**src/rtl/serial_link_pkg.sv**
```systemverilog
// rtl/serial_link_pkg.sv - constants and state encoding shared by the serial frame link
package serial_link_pkg;

    localparam int FRAME_DATA_WIDTH = 40;

    typedef enum logic [1:0] {
        IDLE  = 2'd0,
        DATA  = 2'd1,
        GUARD = 2'd2
    } rx_state_t;

    localparam logic START_BIT  = 1'b1;
    localparam logic IDLE_LEVEL = 1'b0;

endpackage

```
**src/rtl/serial_frame_receiver_if.sv**
```systemverilog
// rtl/serial_frame_receiver_if.sv - valid/ready word port of the serial frame receiver
interface serial_frame_receiver_if
    import serial_link_pkg::*;
#(
    parameter int DATA_WIDTH = FRAME_DATA_WIDTH
);

    logic [DATA_WIDTH-1:0] out_data;
    logic                  out_valid;
    logic                  out_ready;

    modport master (
        output out_data,
        output out_valid,
        input  out_ready
    );

    modport slave (
        input  out_data,
        input  out_valid,
        output out_ready
    );

endinterface

```
**src/rtl/serial_frame_receiver.sv**
```systemverilog
// rtl/serial_frame_receiver.sv - single-wire frame deserialiser with one-entry output holding register (guard check: SERIAL_RX_GUARD_CHECK_EN)
module serial_frame_receiver
    import serial_link_pkg::*;
#(
    parameter int DATA_WIDTH = FRAME_DATA_WIDTH
) (
    input  logic                     clk,
    input  logic                     rst_n,
    input  logic                     sin,
    serial_frame_receiver_if.master  out_if,
    output logic                     overrun,
    output logic                     frame_error,
    output logic                     busy
);

    localparam int CNT_W = $clog2(DATA_WIDTH + 1);
    localparam logic [CNT_W-1:0] LAST_BIT = CNT_W'(DATA_WIDTH - 1);

    localparam logic [1:0] ST_IDLE  = IDLE;
    localparam logic [1:0] ST_DATA  = DATA;
`ifdef SERIAL_RX_GUARD_CHECK_EN
    localparam logic [1:0] ST_GUARD = GUARD;
`endif

    logic [1:0]            state_q, state_d;
    logic [CNT_W-1:0]      count_q, count_d;
    logic [DATA_WIDTH-1:0] shift_q, shift_d;
    logic [DATA_WIDTH-1:0] out_data_q, out_data_d;
    logic                  out_valid_q, out_valid_d;
    logic                  overrun_q, overrun_d;
    logic                  busy_q, busy_d;
    logic                  deliver;
    logic [DATA_WIDTH-1:0] word;
`ifdef SERIAL_RX_GUARD_CHECK_EN
    logic                  frame_error_q, frame_error_d;
`endif

    always_comb begin
        state_d     = state_q;
        count_d     = count_q;
        shift_d     = shift_q;
        out_data_d  = out_data_q;
        out_valid_d = out_valid_q;
        overrun_d   = 1'b0;
        deliver     = 1'b0;
        word        = shift_q;
`ifdef SERIAL_RX_GUARD_CHECK_EN
        frame_error_d = 1'b0;
`endif

        if (out_valid_q && out_if.out_ready) begin
            out_valid_d = 1'b0;
        end

        case (state_q)
            ST_IDLE: begin
                if (sin == START_BIT) begin
                    state_d = ST_DATA;
                    count_d = '0;
                end
            end
            ST_DATA: begin
                shift_d = {shift_q[DATA_WIDTH-2:0], sin};
                count_d = count_q + CNT_W'(1);
                if (count_q == LAST_BIT) begin
`ifdef SERIAL_RX_GUARD_CHECK_EN
                    state_d = ST_GUARD;
`else
                    // Deliver straight from the shifter so back-to-back frames keep up.
                    state_d = ST_IDLE;
                    deliver = 1'b1;
                    word    = shift_d;
`endif
                end
            end
`ifdef SERIAL_RX_GUARD_CHECK_EN
            ST_GUARD: begin
                // A high guard bit is an error, never a new start bit.
                state_d = ST_IDLE;
                if (sin == IDLE_LEVEL) begin
                    deliver = 1'b1;
                end else begin
                    frame_error_d = 1'b1;
                end
            end
`endif
            default: begin
                state_d = ST_IDLE;
            end
        endcase

        if (deliver) begin
            if (!out_valid_q || out_if.out_ready) begin
                out_data_d  = word;
                out_valid_d = 1'b1;
            end else begin
                overrun_d = 1'b1;
            end
        end

        busy_d = (state_d != ST_IDLE);
    end

    always_ff @(posedge clk or negedge rst_n) begin
        if (!rst_n) begin
            state_q     <= ST_IDLE;
            count_q     <= '0;
            shift_q     <= '0;
            out_data_q  <= '0;
            out_valid_q <= 1'b0;
            overrun_q   <= 1'b0;
            busy_q      <= 1'b0;
        end else begin
            state_q     <= state_d;
            count_q     <= count_d;
            shift_q     <= shift_d;
            out_data_q  <= out_data_d;
            out_valid_q <= out_valid_d;
            overrun_q   <= overrun_d;
            busy_q      <= busy_d;
        end
    end

`ifdef SERIAL_RX_GUARD_CHECK_EN
    always_ff @(posedge clk or negedge rst_n) begin
        if (!rst_n) begin
            frame_error_q <= 1'b0;
        end else begin
            frame_error_q <= frame_error_d;
        end
    end

    assign frame_error = frame_error_q;
`else
    assign frame_error = 1'b0;
`endif

    assign out_if.out_data  = out_data_q;
    assign out_if.out_valid = out_valid_q;
    assign overrun          = overrun_q;
    assign busy             = busy_q;

endmodule

```
**src/flat_wrapper.sv**
```systemverilog
// flat-port wrapper written by rule: the top's interface ports become plain ports
module serial_frame_receiver_flat import serial_link_pkg::*;
#(
    parameter int DATA_WIDTH = FRAME_DATA_WIDTH
)
  (clk, rst_n, sin, overrun, frame_error, busy, out_if_out_data, out_if_out_valid, out_if_out_ready);
  serial_frame_receiver_if #(.DATA_WIDTH(DATA_WIDTH)) out_if_i ();
  input  logic clk;
  input  logic rst_n;
  input  logic sin;
  output logic overrun;
  output logic frame_error;
  output logic busy;
  output wire logic [$bits(out_if_i.out_data)-1:0] out_if_out_data;
  output wire logic [$bits(out_if_i.out_valid)-1:0] out_if_out_valid;
  input wire logic [$bits(out_if_i.out_ready)-1:0] out_if_out_ready;
  assign out_if_out_data = out_if_i.out_data;
  assign out_if_out_valid = out_if_i.out_valid;
  assign out_if_i.out_ready = out_if_out_ready;
  serial_frame_receiver #(.DATA_WIDTH(DATA_WIDTH)) u_core (.clk(clk), .rst_n(rst_n), .sin(sin), .out_if(out_if_i), .overrun(overrun), .frame_error(frame_error), .busy(busy));
endmodule
```
**config.mk**
```make
export PLATFORM = sky130hd
export DESIGN_NAME = serial_frame_receiver_flat
export DESIGN_NICKNAME = d
export VERILOG_FILES = /design/src/rtl/serial_link_pkg.sv /design/src/rtl/serial_frame_receiver_if.sv /design/src/rtl/serial_frame_receiver.sv /design/src/flat_wrapper.sv
export SDC_FILE = /design/constraint.sdc
export NUM_CORES = 1
export LEC_CHECK = 0
export BUFFER_PORTS_ARGS = -buffer_cell sky130_fd_sc_hd__clkbuf_2
export CORE_MARGIN = 2
export CORE_UTILIZATION = 28
export CTS_BUF_LIST = sky130_fd_sc_hd__clkbuf_16
export DETAILED_ROUTE_END_ITERATION = 7
export HOLD_SLACK_MARGIN = 0.03
export PLACE_DENSITY = 0.42
export SLEW_MARGIN = 20
export SYNTH_ARGS = -nofsm -noshare
export SYNTH_HDL_FRONTEND = slang
export SYNTH_SLANG_ARGS = --single-unit
```
**constraint.sdc**
```tcl
create_clock -name clk -period 2.9 [get_ports clk]
set_clock_uncertainty 0.2 [all_clocks]
set_input_delay 0.29 -clock clk [delete_from_list [all_inputs] [get_ports clk]]
set_output_delay 0.29 -clock clk [all_outputs]
set_load 0.02 [all_outputs]
```
==> results.sh <==
export IMPL_areaGrowthSynthToFinish_pct=20.49
export IMPL_p_sw_uw=650.4
export IMPL_wl_met3_um=251
export IMPL_place_hpwl_um=3917
export IMPL_clkSinkCount=90
export IMPL_power_density_nw_per_um2=625.7
export IMPL_slowest_stage="or3b_4"
export IMPL_post_route_min_period_ns=2.070
export IMPL_globalplace_congestion=0.6986
export IMPL_swShare_pct=24.92
export IMPL_p_int_uw=1960
export IMPL_post_route_period_util_pct=71.37
export IMPL_crit_chain="or3b_4 -> nor4b_4 -> buf_12 -> mux2_2"
export IMPL_peakVddDrop_mv=0.2312
export IMPL_antennaDiodeCount=0
export IMPL_die_area_um2=13270
export IMPL_yosysWarningCount=0
export IMPL_ys_ff_latch=90
export IMPL_initial_utilization_pct=28.70
export IMPL_rsz0062_at_grt="false"
export IMPL_io_pins=48
export IMPL_synth_avg_cell_area_um2=11.62
export IMPL_slew_headroom_pct=65.32
export IMPL_dieHeight_um=115.2
export IMPL_wl_met1_um=3147
export IMPL_fin_tns_setup_ns=0
export IMPL_synthCells=298
export IMPL_layout_drive_gt1_share_pct=31.05
export IMPL_async_flop_share_pct=100.0
export IMPL_maxCapViolations=0
export IMPL_vias=2156
export IMPL_cts_repair_resized=0
export IMPL_cp_end_kind="register"
export IMPL_placed_cells=502
export IMPL_combPwrFrac_pct=5.8
export IMPL_p_clk_share_pct=40.8
export IMPL_core_um2=12060
export IMPL_cp_required_ns=2.92
export IMPL_fillers=1202
export IMPL_critPathMaxFanout=40
export IMPL_clkLatencyLatePin_ns=0.33
export IMPL_htreeDepth=3
export IMPL_hp_class="in -> reg"
export IMPL_grt_pass1_vias=2238
export IMPL_fmax_ghz=0.4832
export IMPL_p_seq_share_pct=53.4
export IMPL_hold_ws_ns=0.06831
export IMPL_cts_root_buf="clkbuf_16"
export IMPL_antenna_found_initial=0
export IMPL_ctsHoldBuffers=2
export IMPL_cts_tree="done"
export IMPL_stdcell_count=519
export IMPL_drt_iter0_drc=49
export IMPL_outcome="completed"
export IMPL_grt_first_pass_wirelength_um=10920
export IMPL_synth_area_um2=3462
export IMPL_cp_arrival_ns=2.09
export IMPL_grt_start_max_net_pins=60
export IMPL_die_w_um=115.2
export IMPL_port_buffer_count=46
export IMPL_worstMarginPinSlew_ns=0.5191
export IMPL_crit_type="reg -> reg"
export IMPL_final_cell_mix="nand2_1 (126), dfrtp_1 (90), clkbuf_2 (45), mux2_2 (38), clkbuf_16 (9)"
export IMPL_drcViolationCount=0
export IMPL_wire_per_inst_um=12.34
export IMPL_clockBufferDepth=2
export IMPL_fin_ws_ns=0.8303
export IMPL_leakagePower_uw=0.002235
export IMPL_num_rows=40
export IMPL_setup_viol=0
export IMPL_seq_area_frac_synth_pct=65.05
export IMPL_via_per_inst=4.154
export IMPL_synth_edff_count=0
export IMPL_critPathMaxStageDelay_ns=0.43
export IMPL_synth_ff_type="dfrtp_1"
export IMPL_top_layer="met4"
export IMPL_dp_worst_setup_slack_ns=0.8027
export IMPL_critPathLaunchType="register"
export IMPL_firstDrtPassIters=4
export IMPL_final_common_cell="nand2_1"
export IMPL_drv_slew=0
export IMPL_cts_buffers_inserted=9
export IMPL_final_util_pct=34.59
export IMPL_hold_viol_final=0
export IMPL_dr_wl_met2_um=2900
export IMPL_grt_ovfl_total=0
export IMPL_ant_nets=0
export IMPL_synth_distinct_cells=30
export IMPL_grtUsageTotal_pct=10.57
export IMPL_clk_pin_slew_ns=0.06
export IMPL_drt_total_wl_um=6404
export IMPL_fin_nets=352
export IMPL_post_cts_setup_buffers=0
==> cell usage after synthesis (2+ instances only) <==
cell,instances,share of area [%]
buf_1,8,0.87
buf_6,4,1.3
dfrtp_1,90,65
mux2_1,2,0.65
mux2_2,38,12
nand2_1,126,14
nand2b_1,2,0.36
nand3_1,2,0.29
o21ai_0,5,0.72
==> worst paths after layout <==
path | from | end | slack [ns] | cells past startpoint
max | u_core.count_q[4] | u_core.out_if.out_data[28] | 0.83 | 4
min | out_if_out_ready | u_core.overrun | 0.07 | 3
min reg2reg | u_core.out_if.out_data[20] | u_core.out_if.out_data[20] | 0.28 | 1
max in group asynchronous | rst_n | u_core.state_q[1] | 1.60 | 3
max reg2reg | u_core.count_q[4] | u_core.out_if.out_data[28] | 0.83 | 4
min in group asynchronous | rst_n | u_core.out_if.out_data[33] | 0.24 | 2
==> metrics by stage <==
step                power, uW  area (um^2)
floorplan                1495         3466
global placement         1569         3882
detailed placement       1572         3882
CTS                      2664         4172
global route             2739         4172
finish                   2610         4172
==> worst max-delay path, delay by kind of cell, from the launching register on <==
family,cells,cell delay [ns]
multiplexers,1,0.36
AND/OR/NAND/NOR,2,0.70
flip-flops,1,0.41
buffers and inverters,1,0.28
==> cell type report <==
| class | count | area [um^2] | area share [%] |
|---|---|---|---|
| inverters | 1 | 3.754 | 0.08998 |
| flip-flops and latches | 90 | 2252 | 53.99 |
| multi-input cells | 193 | 1129 | 27.05 |
| clock buffers | 9 | 225.2 | 5.399 |
| clock inverters | 6 | 43.79 | 1.050 |
| well taps | 168 | 210.2 | 5.039 |
| repair buffers | 52 | 307.8 | 7.379 |
==> per-layer routing <==
| layer | GRT usage [%] | vias up |
|---|---|---|
| met4 | 4.337 | 0 |
| met5 | 0 | - |
| met3 | 3.005 | 11 |
| met2 | 16.86 | 40 |
| met1 | 13.56 | 1047 |
| li1 | - | 1058 |
==> registers in the layout, summed over array words and instances, names as in the netlist <==
register / count
u_core.out_if.out_data: 40
u_core.shift_q: 39
u_core.out_if.out_valid: 1
u_core.overrun: 1
u_core.state_q: 2
u_core.busy: 1
u_core.count_q: 6
==> cell families after synthesis <==
family	after synthesis	synth area share (%)
compound gates	10	1.699
flops	90	65.05
buf+inv	16	2.746
simple gates	139	16.73
mux	41	13.30
other cells	1	0.1083
fa+ha+maj	1	0.3613
==> power groups by stage <==
stage / registers (uW) / clock network (uW) / logic [uW]
after floorplan: 1400 / 0 / 94.4
after global placement: 1420 / 0 / 150
after detailed placement: 1420 / 0 / 155
after CTS: 1390 / 1110 / 158
after global routing: 1400 / 1160 / 179
final: 1390 / 1070 / 151
(Power assumes the default switching activity.)
